### src/rtl/apb_multi_timer_if.sv
// APB slave bus bundle for apb_multi_timer: zero-wait-state access with error response.
interface apb_multi_timer_if #(
  parameter int ADDR_WIDTH = 6,
  parameter int DATA_WIDTH = 16
);
  logic                  sel;
  logic                  enable;
  logic                  write;
  logic [ADDR_WIDTH-1:0] addr;
  logic [DATA_WIDTH-1:0] wdata;
  logic [DATA_WIDTH-1:0] rdata;
  logic                  ready;
  logic                  slverr;

  modport master (
    output sel, enable, write, addr, wdata,
    input  rdata, ready, slverr
  );

  modport slave (
    input  sel, enable, write, addr, wdata,
    output rdata, ready, slverr
  );
endinterface

### src/rtl/apb_multi_timer.sv
// NUM_CH up-counter timers sharing one prescaler and one APB slave port.
// Per channel: one-shot/periodic modes, sticky W1C DONE flag, maskable interrupt.
module apb_multi_timer #(
  parameter int BASE_ADDR  = 0,
  parameter int NUM_CH     = 4,
  parameter int TIMER_BITS = 16,
  parameter int ADDR_WIDTH = 6
) (
  input  logic               clk,
  input  logic               reset,
  apb_multi_timer_if.slave   bus,
  output logic               irq
);

  localparam logic [ADDR_WIDTH:0] BASE_EXT = (ADDR_WIDTH+1)'(BASE_ADDR);
  localparam logic [ADDR_WIDTH:0] PRES_OFF = (ADDR_WIDTH+1)'(4 * NUM_CH);

  logic [TIMER_BITS-1:0] load_q  [NUM_CH];
  logic [TIMER_BITS-1:0] count_q [NUM_CH];
  logic [NUM_CH-1:0]     en_q, mode_q, ie_q, done_q;
  logic [TIMER_BITS-1:0] prescale_q, pcnt_q;

  logic [ADDR_WIDTH:0]   off;
  logic                  below, in_ch, is_pres, access, wr, tick, pres_wr;
  logic [ADDR_WIDTH-3:0] ch_off;
  logic [1:0]            reg_sel;
  logic [NUM_CH-1:0]     hit, ctrl_wr, load_wr, stat_wr, done_set;

  // Offset is computed one bit wider so addresses below BASE_ADDR show up as a borrow.
  assign off     = {1'b0, bus.addr} - BASE_EXT;
  assign below   = off[ADDR_WIDTH];
  assign in_ch   = !below && (off < PRES_OFF);
  assign is_pres = !below && (off == PRES_OFF);
  assign ch_off  = off[ADDR_WIDTH-1:2];
  assign reg_sel = off[1:0];

  assign access    = bus.sel & bus.enable & reset;
  assign bus.ready = access;
  assign wr        = access & bus.write;
  assign pres_wr   = wr & is_pres;
  assign tick      = (pcnt_q == prescale_q);

  always_comb begin
    hit      = '0;
    ctrl_wr  = '0;
    load_wr  = '0;
    stat_wr  = '0;
    done_set = '0;
    for (int unsigned c = 0; c < NUM_CH; c++) begin
      hit[c]      = in_ch && (ch_off == (ADDR_WIDTH-2)'(c));
      ctrl_wr[c]  = wr && hit[c] && (reg_sel == 2'd0);
      load_wr[c]  = wr && hit[c] && (reg_sel == 2'd1);
      stat_wr[c]  = wr && hit[c] && (reg_sel == 2'd3) && bus.wdata[0];
      done_set[c] = tick && en_q[c] && (count_q[c] == load_q[c]);
    end
  end

  always_comb begin
    bus.rdata  = '0;
    bus.slverr = 1'b0;
    if (access) begin
      if (in_ch) begin
        for (int unsigned c = 0; c < NUM_CH; c++) begin
          if (hit[c]) begin
            case (reg_sel)
              2'd0: bus.rdata = TIMER_BITS'({ie_q[c], mode_q[c], en_q[c]});
              2'd1: bus.rdata = load_q[c];
              2'd2: begin
                bus.rdata  = count_q[c];
                bus.slverr = bus.write;
              end
              default: bus.rdata = TIMER_BITS'(done_q[c]);
            endcase
          end
        end
      end else if (is_pres) begin
        bus.rdata = prescale_q;
      end else begin
        bus.slverr = 1'b1;
      end
    end
  end

  always_ff @(posedge clk or negedge reset) begin
    if (!reset) begin
      prescale_q <= '0;
      pcnt_q     <= '0;
      irq        <= 1'b0;
      en_q       <= '0;
      mode_q     <= '0;
      ie_q       <= '0;
      done_q     <= '0;
      for (int unsigned c = 0; c < NUM_CH; c++) begin
        load_q[c]  <= '0;
        count_q[c] <= '0;
      end
    end else begin
      irq <= |(done_q & ie_q);

      if (pres_wr) begin
        prescale_q <= bus.wdata;
        pcnt_q     <= '0;
      end else if (tick) begin
        pcnt_q <= '0;
      end else begin
        pcnt_q <= pcnt_q + TIMER_BITS'(1);
      end

      for (int unsigned c = 0; c < NUM_CH; c++) begin
        if (tick && en_q[c]) begin
          if (count_q[c] == load_q[c]) begin
            count_q[c] <= '0;
            if (!mode_q[c]) en_q[c] <= 1'b0;
          end else begin
            count_q[c] <= count_q[c] + TIMER_BITS'(1);
          end
        end
        // Placed after the hardware update so a software CTRL write overrides a one-shot EN clear.
        if (ctrl_wr[c]) begin
          en_q[c]   <= bus.wdata[0];
          mode_q[c] <= bus.wdata[1];
          ie_q[c]   <= bus.wdata[2];
          if (bus.wdata[0] && !en_q[c]) count_q[c] <= '0;
        end
        if (load_wr[c]) load_q[c] <= bus.wdata;
        if (done_set[c])     done_q[c] <= 1'b1;
        else if (stat_wr[c]) done_q[c] <= 1'b0;
      end
    end
  end

endmodule
### src/flat_wrapper.sv
// flat-port wrapper written by rule: the top's interface ports become plain ports
module apb_multi_timer_flat 
#(
  parameter int BASE_ADDR  = 0,
  parameter int NUM_CH     = 4,
  parameter int TIMER_BITS = 16,
  parameter int ADDR_WIDTH = 6
)
  (clk, reset, irq, bus_sel, bus_enable, bus_write, bus_addr, bus_wdata, bus_rdata, bus_ready, bus_slverr);
  apb_multi_timer_if #(.ADDR_WIDTH(ADDR_WIDTH)) bus_i ();
  input  logic clk;
  input  logic reset;
  output logic irq;
  input wire logic [$bits(bus_i.sel)-1:0] bus_sel;
  input wire logic [$bits(bus_i.enable)-1:0] bus_enable;
  input wire logic [$bits(bus_i.write)-1:0] bus_write;
  input wire logic [$bits(bus_i.addr)-1:0] bus_addr;
  input wire logic [$bits(bus_i.wdata)-1:0] bus_wdata;
  output wire logic [$bits(bus_i.rdata)-1:0] bus_rdata;
  output wire logic [$bits(bus_i.ready)-1:0] bus_ready;
  output wire logic [$bits(bus_i.slverr)-1:0] bus_slverr;
  assign bus_i.sel = bus_sel;
  assign bus_i.enable = bus_enable;
  assign bus_i.write = bus_write;
  assign bus_i.addr = bus_addr;
  assign bus_i.wdata = bus_wdata;
  assign bus_rdata = bus_i.rdata;
  assign bus_ready = bus_i.ready;
  assign bus_slverr = bus_i.slverr;
  apb_multi_timer #(.BASE_ADDR(BASE_ADDR), .NUM_CH(NUM_CH), .TIMER_BITS(TIMER_BITS), .ADDR_WIDTH(ADDR_WIDTH)) u_core (.clk(clk), .reset(reset), .bus(bus_i), .irq(irq));
endmodule
### config.mk
export PLATFORM = sky130hd
export DESIGN_NAME = apb_multi_timer_flat
export DESIGN_NICKNAME = d
export VERILOG_FILES = /design/src/rtl/apb_multi_timer_if.sv /design/src/rtl/apb_multi_timer.sv /design/src/flat_wrapper.sv
export SDC_FILE = /design/constraint.sdc
export NUM_CORES = 1
export LEC_CHECK = 0
export BUFFER_PORTS_ARGS = -buffer_cell sky130_fd_sc_hd__buf_2
export CORE_ASPECT_RATIO = 1.4
export CORE_MARGIN = 10
export CORE_UTILIZATION = 40
export CTS_CLUSTER_DIAMETER = 40
export DETAILED_ROUTE_END_ITERATION = 10
export PLACE_DENSITY = 0.7
export SKIP_CTS_REPAIR_TIMING = 1
export SYNTH_ARGS = -nofsm -noshare
export SYNTH_HDL_FRONTEND = slang
export SYNTH_SLANG_ARGS = --single-unit
### constraint.sdc
create_clock -name clk -period 2.3 [get_ports clk]
set_input_delay 0.46 -clock clk [delete_from_list [all_inputs] [get_ports clk]]
set_output_delay 0.46 -clock clk [all_outputs]
set_load 0.02 [all_outputs]
# Word-level counts from Yosys, hierarchy flattened
# Cells that the tools add are included.
# classes
addsub,5
mul,0
div_mod_pow,0
order_cmp,1
n_eq_ne,16
shifts,0
n_mux,64
bitwise,5
n_reduce_logical,59
# op_table
cell,count
two-way mux 16 bit,25
one-hot mux 16 bit (3 select lines),4
"adder 16 x 1 -> 16 bit, second input constant",5
== test 16 bit,5
logical AND 1 bit,36
two-way mux 1 bit,35
nonzero test 2 bit,12
AND reduction 3 bit,4
"== test 4 x 2 -> 1 bit, second input constant",2
"!= test 2 bit, second input constant",4
"== test 6 x 5 -> 1 bit, second input constant",1
"< comparator 6 x 5 -> 1 bit, second input constant",1
bitwise AND 1 bit,4
bitwise AND 4 bit,1
"== test 2 bit, second input constant",2
"== test 4 x 1 -> 1 bit, second input constant",1
logical NOT 1 bit,4
logical NOT 4 bit,1
OR reduction 4 bit,1
"== test 2 x 1 -> 1 bit, second input constant",1
logical NOT 2 bit,1
# word_totals
regBits,177
latch_bits,0
ramBits,0
romBits,0
in_bits,27
wordCells,177
mem_count,0

# Longest topological paths before layout
# logic_depth
word_depth,11
ltp_mapped,9
depth_no_buf,6

# Worst setup path after synthesis
# OpenSTA, ideal clock, no wires.
# synth_timing
kind,in2out
from,in bus_addr[3]
to,out bus_rdata[1]
arrival_ns,2.065
path_slack_ns,-0.225
stages,7
path_buffers,2
path_cell_list,clkbuf_1 nand2b_1 clkbuf_1 o21ba_2 o22ai_1 or4_1 a21oi_1
# synth_via
elab_chain_cells,8
# synth_lines
item,line_no,rtl
from (decl),flat_wrapper.sv:17,input wire logic [$bits(bus_i.addr)-1:0] bus_addr;
< comparator 6 x 5 -> 1 bit or logical NOT 4 bit (tied branches),"apb_multi_timer.sv:32, apb_multi_timer.sv:50",
logical AND 1 bit,apb_multi_timer.sv:50,hit[c] = in_ch && (ch_off == (ADDR_WIDTH-2)'(c));
two-way mux 16 bit (4 in a row),apb_multi_timer.sv:64,if (hit[c]) begin
two-way mux 16 bit (*),apb_multi_timer.sv:62,if (in_ch) begin
two-way mux 16 bit (*),apb_multi_timer.sv:61,if (access) begin
to (decl),flat_wrapper.sv:19,output wire logic [$bits(bus_i.rdata)-1:0] bus_rdata;
# Mark *: on every way between the ends. The rest lies on a longest branch, timed or not.

# Worst setup path in the final report
# layout_timing
from,reg u_core.load_q[34] (netlist bit)
to,out bus_rdata[2]
# layout_via
elab_chain_cells,6
# layout_lines
item,line_no,rtl
from (decl),apb_multi_timer.sv:18,logic [TIMER_BITS-1:0] load_q [NUM_CH];
"from (signal, indexed assignment)",apb_multi_timer.sv:125,if (load_wr[c]) load_q[c] <= bus.wdata;
one-hot mux 16 bit (3 select lines),apb_multi_timer.sv:65,case (reg_sel)
two-way mux 16 bit (3 in a row),apb_multi_timer.sv:64,
two-way mux 16 bit,apb_multi_timer.sv:62,
two-way mux 16 bit,apb_multi_timer.sv:61,
# Every way passes these cells.

==> summary.txt <==
Synthesis
  • Avg Inst Size Synth: 10.40 um^2
  • Cell Area, Synth: 10220 um^2
  • Sequential area share after synthesis: about 43%
  • Register bit count reported by yosys: about 180
  • Cells after Synth: a little under 1000
  • Synth Warn #: 0
  • Yosys cell types: 52
  • Syn_nets: a little over 1000

Critical path
  • CP Max Fanout: 3
  • CP startpoint kind: register
  • End of the critical path: bus_rdata[2]
  • Worst Setup SP: u_core.load_q[34]
  • CP arrival: 2.18 ns
  • WP data required: roughly 1.8 ns
  • Critical Path Sink Type: primary output
  • R2R depth: 8
  • Worst reg2reg path endpoint: u_core.count_q[14]
  • Type of the worst setup path: register to primary output
  • R2R Setup Slk: -0.05 ns
  • FF-to-FF Start: u_core.prescale_q[1]

Layout
  • Layout area overhead: 35.64%
  • Fillcell total: approximately 2000
  • Fin cells: around 1500
  • Total Nets Final: 1172
  • Util after Layout: 54.82%
  • Fraction of final layout cells sized beyond drive strength 1: 45.97%
  • Post-layout instance area: 13870 um^2
  • N_diodes: 0

GRT
  • Total gr overflow: 0
  • Number of global-route vias before repair: between 8000 and 9000
  • Initial antenna violation count: 1
  • Total GRT Usage: ~20%
  • First-pass GRT wire length: slightly above 50000 um
  • Largest net degree at the start of global routing: around 140

Routing
  • DR pass1 iterations: 5
  • Total Wirelength: just under 40000 um
  • WL/cell: 26.25 um
  • Drc violations: 0
  • Routed vias: about 9700
  • First DRT Iteration DRCs: roughly 980
  • Vias/cell: between 6 and 7
  • Post-DRT Antenna Nets: 0

CTS
  • Root buffer cell: clkbuf_16
  • Clk_lat worst skew: ~0.45 ns
  • H-Tree Depth: 4
  • TritonCTS clock tree: done
  • CTS Buf Count: 17
  • Clock Path Buffers: 2
  • Clock transition at path regs: around 0.07 ns
  • # clock sinks: about 180

STA
  • Crit path time final: 2.644 ns
  • RSZ-0062 raised after global routing: true
  • Worst hold slack: ~0.12 ns
  • FMAX: roughly 0.38 GHz
  • Clock Skew: between 0.01 and 0.015 ns
  • Setup Viol. Count Final: 28
  • Final period util: 115.0%
  • Worst-Margin Slew: about 0.74 ns
  • Fin. max-slew vios: 0
  • Slew HR: roughly half
  • Final hold vios: 0
  • Worst Setup Slack, final: -0.3443 ns

Place
  • Placed cells: ~1400
  • Cell Area, Placed: between 10000 and 15000 um^2
  • DPL Wire Length: about 24000 um
  • Port Buffers: 45
  • Gp weighted congestion: approximately 0.96

Power and ir drop
  • Pwr dens: between 600 and 700 nW/um^2
  • VDD IR-drop max: slightly below 0.0009 V
  • Leakage power: 6.283 nW

Min path
  • Tightest Hold Check Type: input port to async pin

Die
  • I/O Pins: 46
  • Placeable Area: about 25000 um^2
  • Die H: 209.2 um
  • Initial core utilization: 40.41%
  • Die X: ~160 um
  • Die ar.: 32440 um^2
  • Num rows: 69

Status
  • Status: finished, violations left
  • Failing checks: setup timing

Flow run
  • Max-cap violations: 0
## sequential cells by signal (all words and copies together), names as in the netlist
| signal | flops |
|---|---|
| u_core.count_q | 64 |
| u_core.load_q | 64 |
| u_core.pcnt_q | 16 |
| u_core.prescale_q | 16 |
| u_core.done_q | 4 |
| u_core.en_q | 4 |
| u_core.ie_q | 4 |
| u_core.mode_q | 4 |
| u_core.irq | 1 |
## worst max-delay path: stages (launching register included)
cell	delay [ns]
dfrtp_1	0.41
mux2i_1	0.25
o21ai_1	0.15
mux4_2	0.49
a32o_2	0.30
buf_6	0.13
## stage by stage
step | setup WS [ns] | total power, mW | setup TNS [ns]
2_1_floorplan | -0.01538 | 4.444 | -0.09573
3_3_place_gp | -0.3513 | 5.078 | -16.86
3_5_place_dp | -0.3783 | 5.104 | -22.21
4_1_cts | -0.3808 | 8.088 | -17.48
5_1_grt | -0.3424 | 9.362 | -7.600
6_report | -0.3443 | 9.133 | -3.604
## cell usage after synthesis (all sizes together)
library cell	count	share of area, %
o21ba	1	0.098
a32o	12	1.2
a221oi	17	1.5
ha	5	0.61
or4	36	2.6
xnor2	12	1.0
a22o	1	0.086
a22oi	25	1.8
a221o	13	1.3
buf	31	1.8
dfrtp	177	43
o41ai	1	0.086
o22ai	1	0.061
nor2	37	1.5
mux2i	5	0.49
or3	31	1.9
mux2	91	10
nand4b	1	0.086
a211oi	16	1.2
and3	9	0.55
nor2b	2	0.12
nor3	14	0.73
o32ai	3	0.40
inv	12	0.44
a21oi	55	2.7
and4	4	0.34
o21ai	52	2.5
nand3	37	1.8
o221a	11	1.2
clkbuf	36	1.3
xor2	82	7.0
and2	3	0.18
or4b	1	0.098
nand2	41	1.5
nand2b	2	0.12
mux4	7	1.5
nor4	20	1.4
o31ai	40	3.0
or2	8	0.49
nand4	31	1.9
## where the power goes
part           switching [mW]  internal [mW]  total, mW
logic                    1.54           1.14       2.68
registers               0.172           3.26       3.43
clock network            1.32           1.71       3.02
total                    3.03           6.10       9.13
## per-layer routing
layer	track usage [%]	share of wire [%]
met2	32.25	48
met1	22.94	36
met3	4.007	8.0
met5	0	0.026
met4	13.81	8.3
## final cells by class
| type | count | area [um^2] | area share [%] |
|---|---|---|---|
| sequential | 177 | 4436 | 31.99 |
| tap | 319 | 399.1 | 2.879 |
| inverter | 12 | 45.04 | 0.3249 |
| timing repair buffer | 205 | 2107 | 15.20 |
| multi-input combinational | 727 | 6286 | 45.33 |
| clock buffer | 18 | 429.2 | 3.095 |
| clock inverter | 14 | 163.9 | 1.182 |
## cells by family after synthesis
| family | count (synthesis) | share of synthesized area [%] |
|---|---|---|
| compound gates | 248 | 17.09 |
| buf+inv | 79 | 3.525 |
| simple gates | 277 | 15.34 |
| xor+xnor | 94 | 8.054 |
| flops | 177 | 43.33 |
| mux | 103 | 12.06 |
| fa+ha+maj | 5 | 0.6120 |
## how the worst min path moves through the flow
| stage | end | slack (ns) | depth (start not counted) |
|---|---|---|---|
| floorplan | u_core.count_q[0] | 0.16 | 0 |
| global placement | u_core.done_q[1] | 0.53 | 2 |
| detailed placement | u_core.done_q[2] | 0.54 | 2 |
| CTS | u_core.count_q[1] | 0.18 | 2 |
| global route | u_core.count_q[1] | 0.19 | 2 |
| finish | u_core.prescale_q[15] | 0.12 | 2 |
## layout by cell type, fill, tap and decap left out, drive strengths merged, types with 20 or more instances in the layout
cell    instances
nand4          31
dfrtp         177
nand2          41
clkbuf         29
nor2           37
or4            36
o21ai          52
o31ai          40
or3            31
mux2           91
nor4           20
a22oi          25
xor2           82
buf           194
a21oi          55
nand3          37
Power figures use the tool's default switching activity.
